<file path="config.mk">
export PLATFORM = sky130hd
export DESIGN_NAME = seq_detector_param
export DESIGN_NICKNAME = d
export VERILOG_FILES = /design/src/rtl/seq_det_pkg.sv /design/src/rtl/seq_match_counter.sv /design/src/rtl/seq_detector_param.sv
export SDC_FILE = /design/constraint.sdc
export NUM_CORES = 1
export LEC_CHECK = 0
export CAP_MARGIN = 20
export CORE_UTILIZATION = 40
export CTS_CLUSTER_SIZE = 8
export DETAILED_ROUTE_END_ITERATION = 10
export PLACE_DENSITY = 0.78
export SYNTH_ARGS = -nofsm -noshare
export SYNTH_HDL_FRONTEND = slang
export SYNTH_SLANG_ARGS = --single-unit
</file>
<file path="constraint.sdc">
create_clock -name clk -period 1.3 [get_ports clk]
set_input_delay 0.13 -clock clk [delete_from_list [all_inputs] [get_ports clk]]
set_output_delay 0.13 -clock clk [all_outputs]
set_load 0.005 [all_outputs]
</file>
<file path="src/rtl/seq_det_pkg.sv">
// rtl/seq_det_pkg.sv - shared sizing and elaboration-time KMP transition helpers
package seq_det_pkg;

    localparam int MAX_SEQ_LEN = 16;

    function automatic int state_w(input int len);
        return (len < 2) ? 1 : $clog2(len);
    endfunction

    // Longest proper prefix of the pattern that is also a suffix of an n-bit
    // string; the string is the pattern itself (full) or prefix(k) followed by b.
    function automatic int longest_border(
        input logic [15:0] seq,
        input int          len,
        input int          n,
        input int          k,
        input logic        b,
        input logic        full
    );
        int   best;
        int   si;
        logic ok;
        logic sb;
        best = 0;
        for (int j = n - 1; j > 0; j--) begin
            if (best == 0) begin
                ok = 1'b1;
                for (int i = 0; i < j; i++) begin
                    si = n - j + i;
                    sb = (full || si < k) ? seq[len-1-si] : b;
                    if (seq[len-1-i] != sb) ok = 1'b0;
                end
                if (ok) best = j;
            end
        end
        return best;
    endfunction

    function automatic int kmp_next(
        input logic [15:0] seq,
        input int          len,
        input logic        overlap,
        input int          k,
        input logic        b
    );
        int nxt;
        if (k < len - 1 && b == seq[len-1-k]) begin
            nxt = k + 1;
        end else if (k == len - 1 && b == seq[0]) begin
            nxt = overlap ? longest_border(seq, len, len, len, 1'b0, 1'b1) : 0;
        end else begin
            nxt = longest_border(seq, len, k + 1, k, b, 1'b0);
        end
        return nxt;
    endfunction

endpackage

</file>
<file path="src/rtl/seq_match_counter.sv">
// rtl/seq_match_counter.sv - saturating match counter with synchronous clear
module seq_match_counter #(
    parameter int CNT_W = 8
) (
    input  logic             clk,
    input  logic             rst,
    input  logic             clear,
    input  logic             inc,
    output logic [CNT_W-1:0] count
);

    if (CNT_W < 1) begin : g_bad_cnt_w
        $error("seq_match_counter: CNT_W must be at least 1");
    end

    localparam logic [CNT_W-1:0] CNT_MAX = {CNT_W{1'b1}};

    always_ff @(posedge clk) begin
        if (rst || clear) begin
            count <= '0;
        end else if (inc && count != CNT_MAX) begin
            count <= count + 1'b1;
        end
    end

endmodule

</file>
<file path="src/rtl/seq_detector_param.sv">
// rtl/seq_detector_param.sv - parameterised serial pattern detector (Mealy, KMP transitions)
module seq_detector_param
    import seq_det_pkg::*;
#(
    parameter int                 SEQ_LEN = 3,
    parameter logic [SEQ_LEN-1:0] SEQ     = 3'b101,
    parameter logic               OVERLAP = 1'b1,
    parameter int                 CNT_W   = 8
) (
    input  logic             clk,
    input  logic             rst,
    input  logic             in_valid,
    input  logic             x,
    input  logic             clear,
    output logic             z,
    output logic             z_q,
    output logic [CNT_W-1:0] match_count
);

    if (SEQ_LEN < 2 || SEQ_LEN > MAX_SEQ_LEN || CNT_W < 1) begin : g_bad_params
        $error("seq_detector_param: SEQ_LEN must be 2..16 and CNT_W >= 1");
    end

    localparam int               SW       = state_w(SEQ_LEN);
    localparam int               NS       = 2 ** SW;
    localparam logic [15:0]      SEQ_EXT  = 16'(SEQ);
    localparam logic [SW-1:0]    S_LAST   = SW'(SEQ_LEN - 1);
    localparam logic             LAST_BIT = SEQ_EXT[0];

    logic [SW-1:0] r_state;
    logic          r_z_q;
    logic [SW-1:0] w_tbl0 [0:NS-1];
    logic [SW-1:0] w_tbl1 [0:NS-1];
    logic [SW-1:0] w_next;
    logic          w_z;
    logic          w_state_ok;

    // Encodings beyond SEQ_LEN-1 are unreachable; their table rows fall back to S0.
    for (genvar k = 0; k < NS; k++) begin : g_tbl
        if (k < SEQ_LEN) begin : g_live
            localparam int N0 = kmp_next(SEQ_EXT, SEQ_LEN, OVERLAP, k, 1'b0);
            localparam int N1 = kmp_next(SEQ_EXT, SEQ_LEN, OVERLAP, k, 1'b1);
            assign w_tbl0[k] = SW'(N0);
            assign w_tbl1[k] = SW'(N1);
        end else begin : g_dead
            assign w_tbl0[k] = '0;
            assign w_tbl1[k] = '0;
        end
    end

    assign w_state_ok = (r_state <= S_LAST);
    assign w_next     = x ? w_tbl1[r_state] : w_tbl0[r_state];
    assign w_z        = !rst && in_valid && (r_state == S_LAST) && (x == LAST_BIT);

    always_ff @(posedge clk) begin
        if (rst) begin
            r_state <= '0;
            r_z_q   <= 1'b0;
        end else begin
            r_z_q <= w_z;
            if (in_valid) begin
                r_state <= w_next;
            end else if (!w_state_ok) begin
                r_state <= '0;
            end
        end
    end

    seq_match_counter #(
        .CNT_W (CNT_W)
    ) u_counter (
        .clk   (clk),
        .rst   (rst),
        .clear (clear),
        .inc   (w_z),
        .count (match_count)
    );

    assign z   = w_z;
    assign z_q = r_z_q;

endmodule

</file>
==> run metrics <==
status=finished with violations; failing checks=negative setup slack; hold-critical path depth=3; clk_lat worst skew=between 0.2 and 0.3 ns; initial antenna violation count=0; Reg clk slew, reported paths=roughly 0.08 ns; share of cells above drive strength 1=0.564; Ports=15; initial core utilization=0.461; ANT cells=0; PwrDens=634 nW/um^2; Antenna Violating Nets Remaining=0; # rows=12; WP buf/inv=2; initial drt markers=20; height of the die=39.0 um; RSZ-0062 raised after global routing=yes; core area=1190 um^2; worst r2r src=r_state[0]$_SDFFE_PP0P_; worst path arrival time=1.62 ns; number of global-route vias before repair=607; CTS Root Cell=clkbuf_4; Die Span X=around 40 um; final WL=~2100 um; synthesized cell area=547 um^2; Clock power frac=0.381; Worst Setup Start Kind=flip-flop; Area Growth Syn to Fin=86.5%; via count=666; Area contributors post-synth=dfxtp_1, mux2i_1, nand2_1; worst stage delay on the critical path=0.34 ns; critical path type=flip-flop to flip-flop; sw frac=0.244; largest area contributor in the netlist=dfxtp_1; DIE AREA=between 1500 and 2000 um^2; post-DP HPWL=~1100 um; Max clock buf depth=2; fin. max-slew vios=0; maximum vdd drop=approximately 0.54 mV; Mapped Avg Cell Area=approximately 9.4 um^2; syn nets=64; pin count of the biggest net entering global routing=8; number of max-cap violations=0; Crit path depth=6; Slowest cell on crit path=dfxtp_2; CP Capture Type=flip-flop; Final Wtd Congestion=between 0.7 and 0.8; Post-Syn Instances=58; first-pass GRT wire length=~2900 um; critical path required time=1.48 ns; clk_skew=between 0.009 and 0.01 ns; clock tree sinks=11; Place WS=-0.336 ns; Nets=around 110; HP Class=input pin to flip-flop; Synth warnings=0; Wirelength per Cell=between 15 and 20 um; Port Buffers=14; drt pass-1 iters=4; sequential share of power=0.529; sequential share of the synthesized area=0.403; DR vias/cell=around 5.8; GRT Resource Usage Total=0.297; Setup WS post-layout=-0.147 ns; #FFs+latches synth=11; min-delay src=x; CP top delay family=simple AND/OR/NAND/NOR gates; final hold vios=0; period utilisation layout=1.11; Internal=between 0.4 and 0.5 mW; max frequency=0.691 GHz; Final setup violation count=7; top-area cell type share of the netlist area=0.403; Rel. slew slack=0.733; crit path cell chain=nand4b_4 > buf_6 > nor3_4 > buf_6 > nor2_2 > nor3_1; CP max FO=5; drt drc=0; CTS buffer count=3; r2r worst-path depth=6; post-synth cell types=29; CP dominant cell by count=buf_6; total grt overflow=0; Clock H-tree levels=1; net switching power=0.158 mW; Fin Hold WS=just over 0.4 ns; CP Launch Point=r_state[0]$_SDFFE_PP0P_; post-route minimum period=between 1 and 1.5 ns; Worst Tran Pin Value=about 0.4 ns; CTS tree=done; Comb pwr share=0.091; LEAKAGE=0.473 nW
==> final timing paths <==
kind | endpoint | slack, ns
setup / recovery | u_counter.count[5]$_SDFFE_PP0P_ | -0.15
hold / removal | r_state[0]$_SDFFE_PP0P_ | 0.41
setup reg to reg | u_counter.count[5]$_SDFFE_PP0P_ | -0.15
hold reg to reg | r_state[0]$_SDFFE_PP0P_ | 0.60
==> placed cells by master (no fill, tap or decap), types with 2 or more instances in the layout <==
cell type        Yosys  layout
clkdlybuf4s50_1      0       3
nor2_1               6       4
buf_4                0      23
nand2_1              7       6
nor3_1               3       3
dfxtp_2              0       9
dlygate4sd2_1        0       8
mux2i_1              3       3
dlymetal6s2s_1       0       2
clkbuf_4             0       3
buf_6                0       3
o21ai_0              2       2
==> cell families after synthesis <==
logic type,after synthesis,synth area share
AND/OR/NAND/NOR,31,0.366
adder cells (fa/ha/maj),1,0.0229
AO/OA/AOI/OAI,10,0.140
buffers and inverters,2,0.0137
flip-flops,11,0.403
multiplexers,3,0.0549
==> layout make-up <==
type	instances	area, um^2
multi-input cells	45	394
flip-flops and latches	11	235
repair buffers	40	343
clock buffers	4	26.3
well taps	14	17.5
fillers	59	166
inverters	1	3.75
==> layer usage <==
layer / up-vias / global-route usage / share of wire
met1: 298 / 0.327 / 0.37
li1: 306 / - / -
met3: 17 / 0.0809 / 0.067
met2: 45 / 0.513 / 0.50
met4: 0 / 0.147 / 0.058
met5: - / 0 / 0
==> power by group through the flow <==
stage	Combinational, mW	Clock, mW	Sequential, mW
floorplan	0.0169	0	0.350
global placement	0.0533	0	0.349
detailed placement	0.0552	0	0.350
CTS	0.0556	0.249	0.342
global route	0.0616	0.265	0.341
finish	0.0587	0.246	0.341
==> sequential cells by signal, summed over array words and instances, names as in the netlist <==
name             flops
u_counter.count      8
r_state              2
z_q                  1
==> worst reg2reg max path, stage by stage, from the launching register on <==
cell and delay, ns:
dfxtp_2 0.34, nand4b_4 0.17, buf_6 0.15, nor3_4 0.29
buf_6 0.16, nor2_2 0.04, nor3_1 0.20
==> synthesized netlist by cell type <==
master     count
a31o_2         1
nand2_1        7
and4bb_2       1
inv_1          1
and3b_1        1
nor4_2         1
clkbuf_1       1
or3_1          2
ha_1           1
dfxtp_1       11
nor3_1         3
o2111a_1       1
nor2b_1        1
o21ai_0        2
nor3b_1        1
nor2_1         6
a2111oi_0      1
nand4_1        1
nor3_4         1
a21oi_1        1
nand3_1        3
a41oi_1        1
nand4b_4       1
a22oi_1        1
mux2i_1        3
a31oi_1        1
and3_1         1
and2b_2        1
o311a_1        1
==> through the flow <==
stage	power [mW]	std cells	cell area (um^2)	util	setup TNS [ns]
after detailed placement	0.405	105	873	0.736	-2.34
after CTS	0.646	114	988	0.833	-0.372
after global routing	0.668	115	1020	0.860	-0.934
after floorplan	0.367	58	569	-	0
after global placement	0.403	105	873	0.736	-2.00
final	0.646	115	1020	0.860	-0.549
==> what timing repair did <==
action | in CTS | in global routing
hold buffers | 0 | 0
setup buffers | 5 | 1
setup endpoints to repair | 15 | 12
pin swaps | 10 | 4
resized for setup | 30 | 8
gates cloned | 0 | 0
Note: power is estimated with default switching activity, not from simulation.
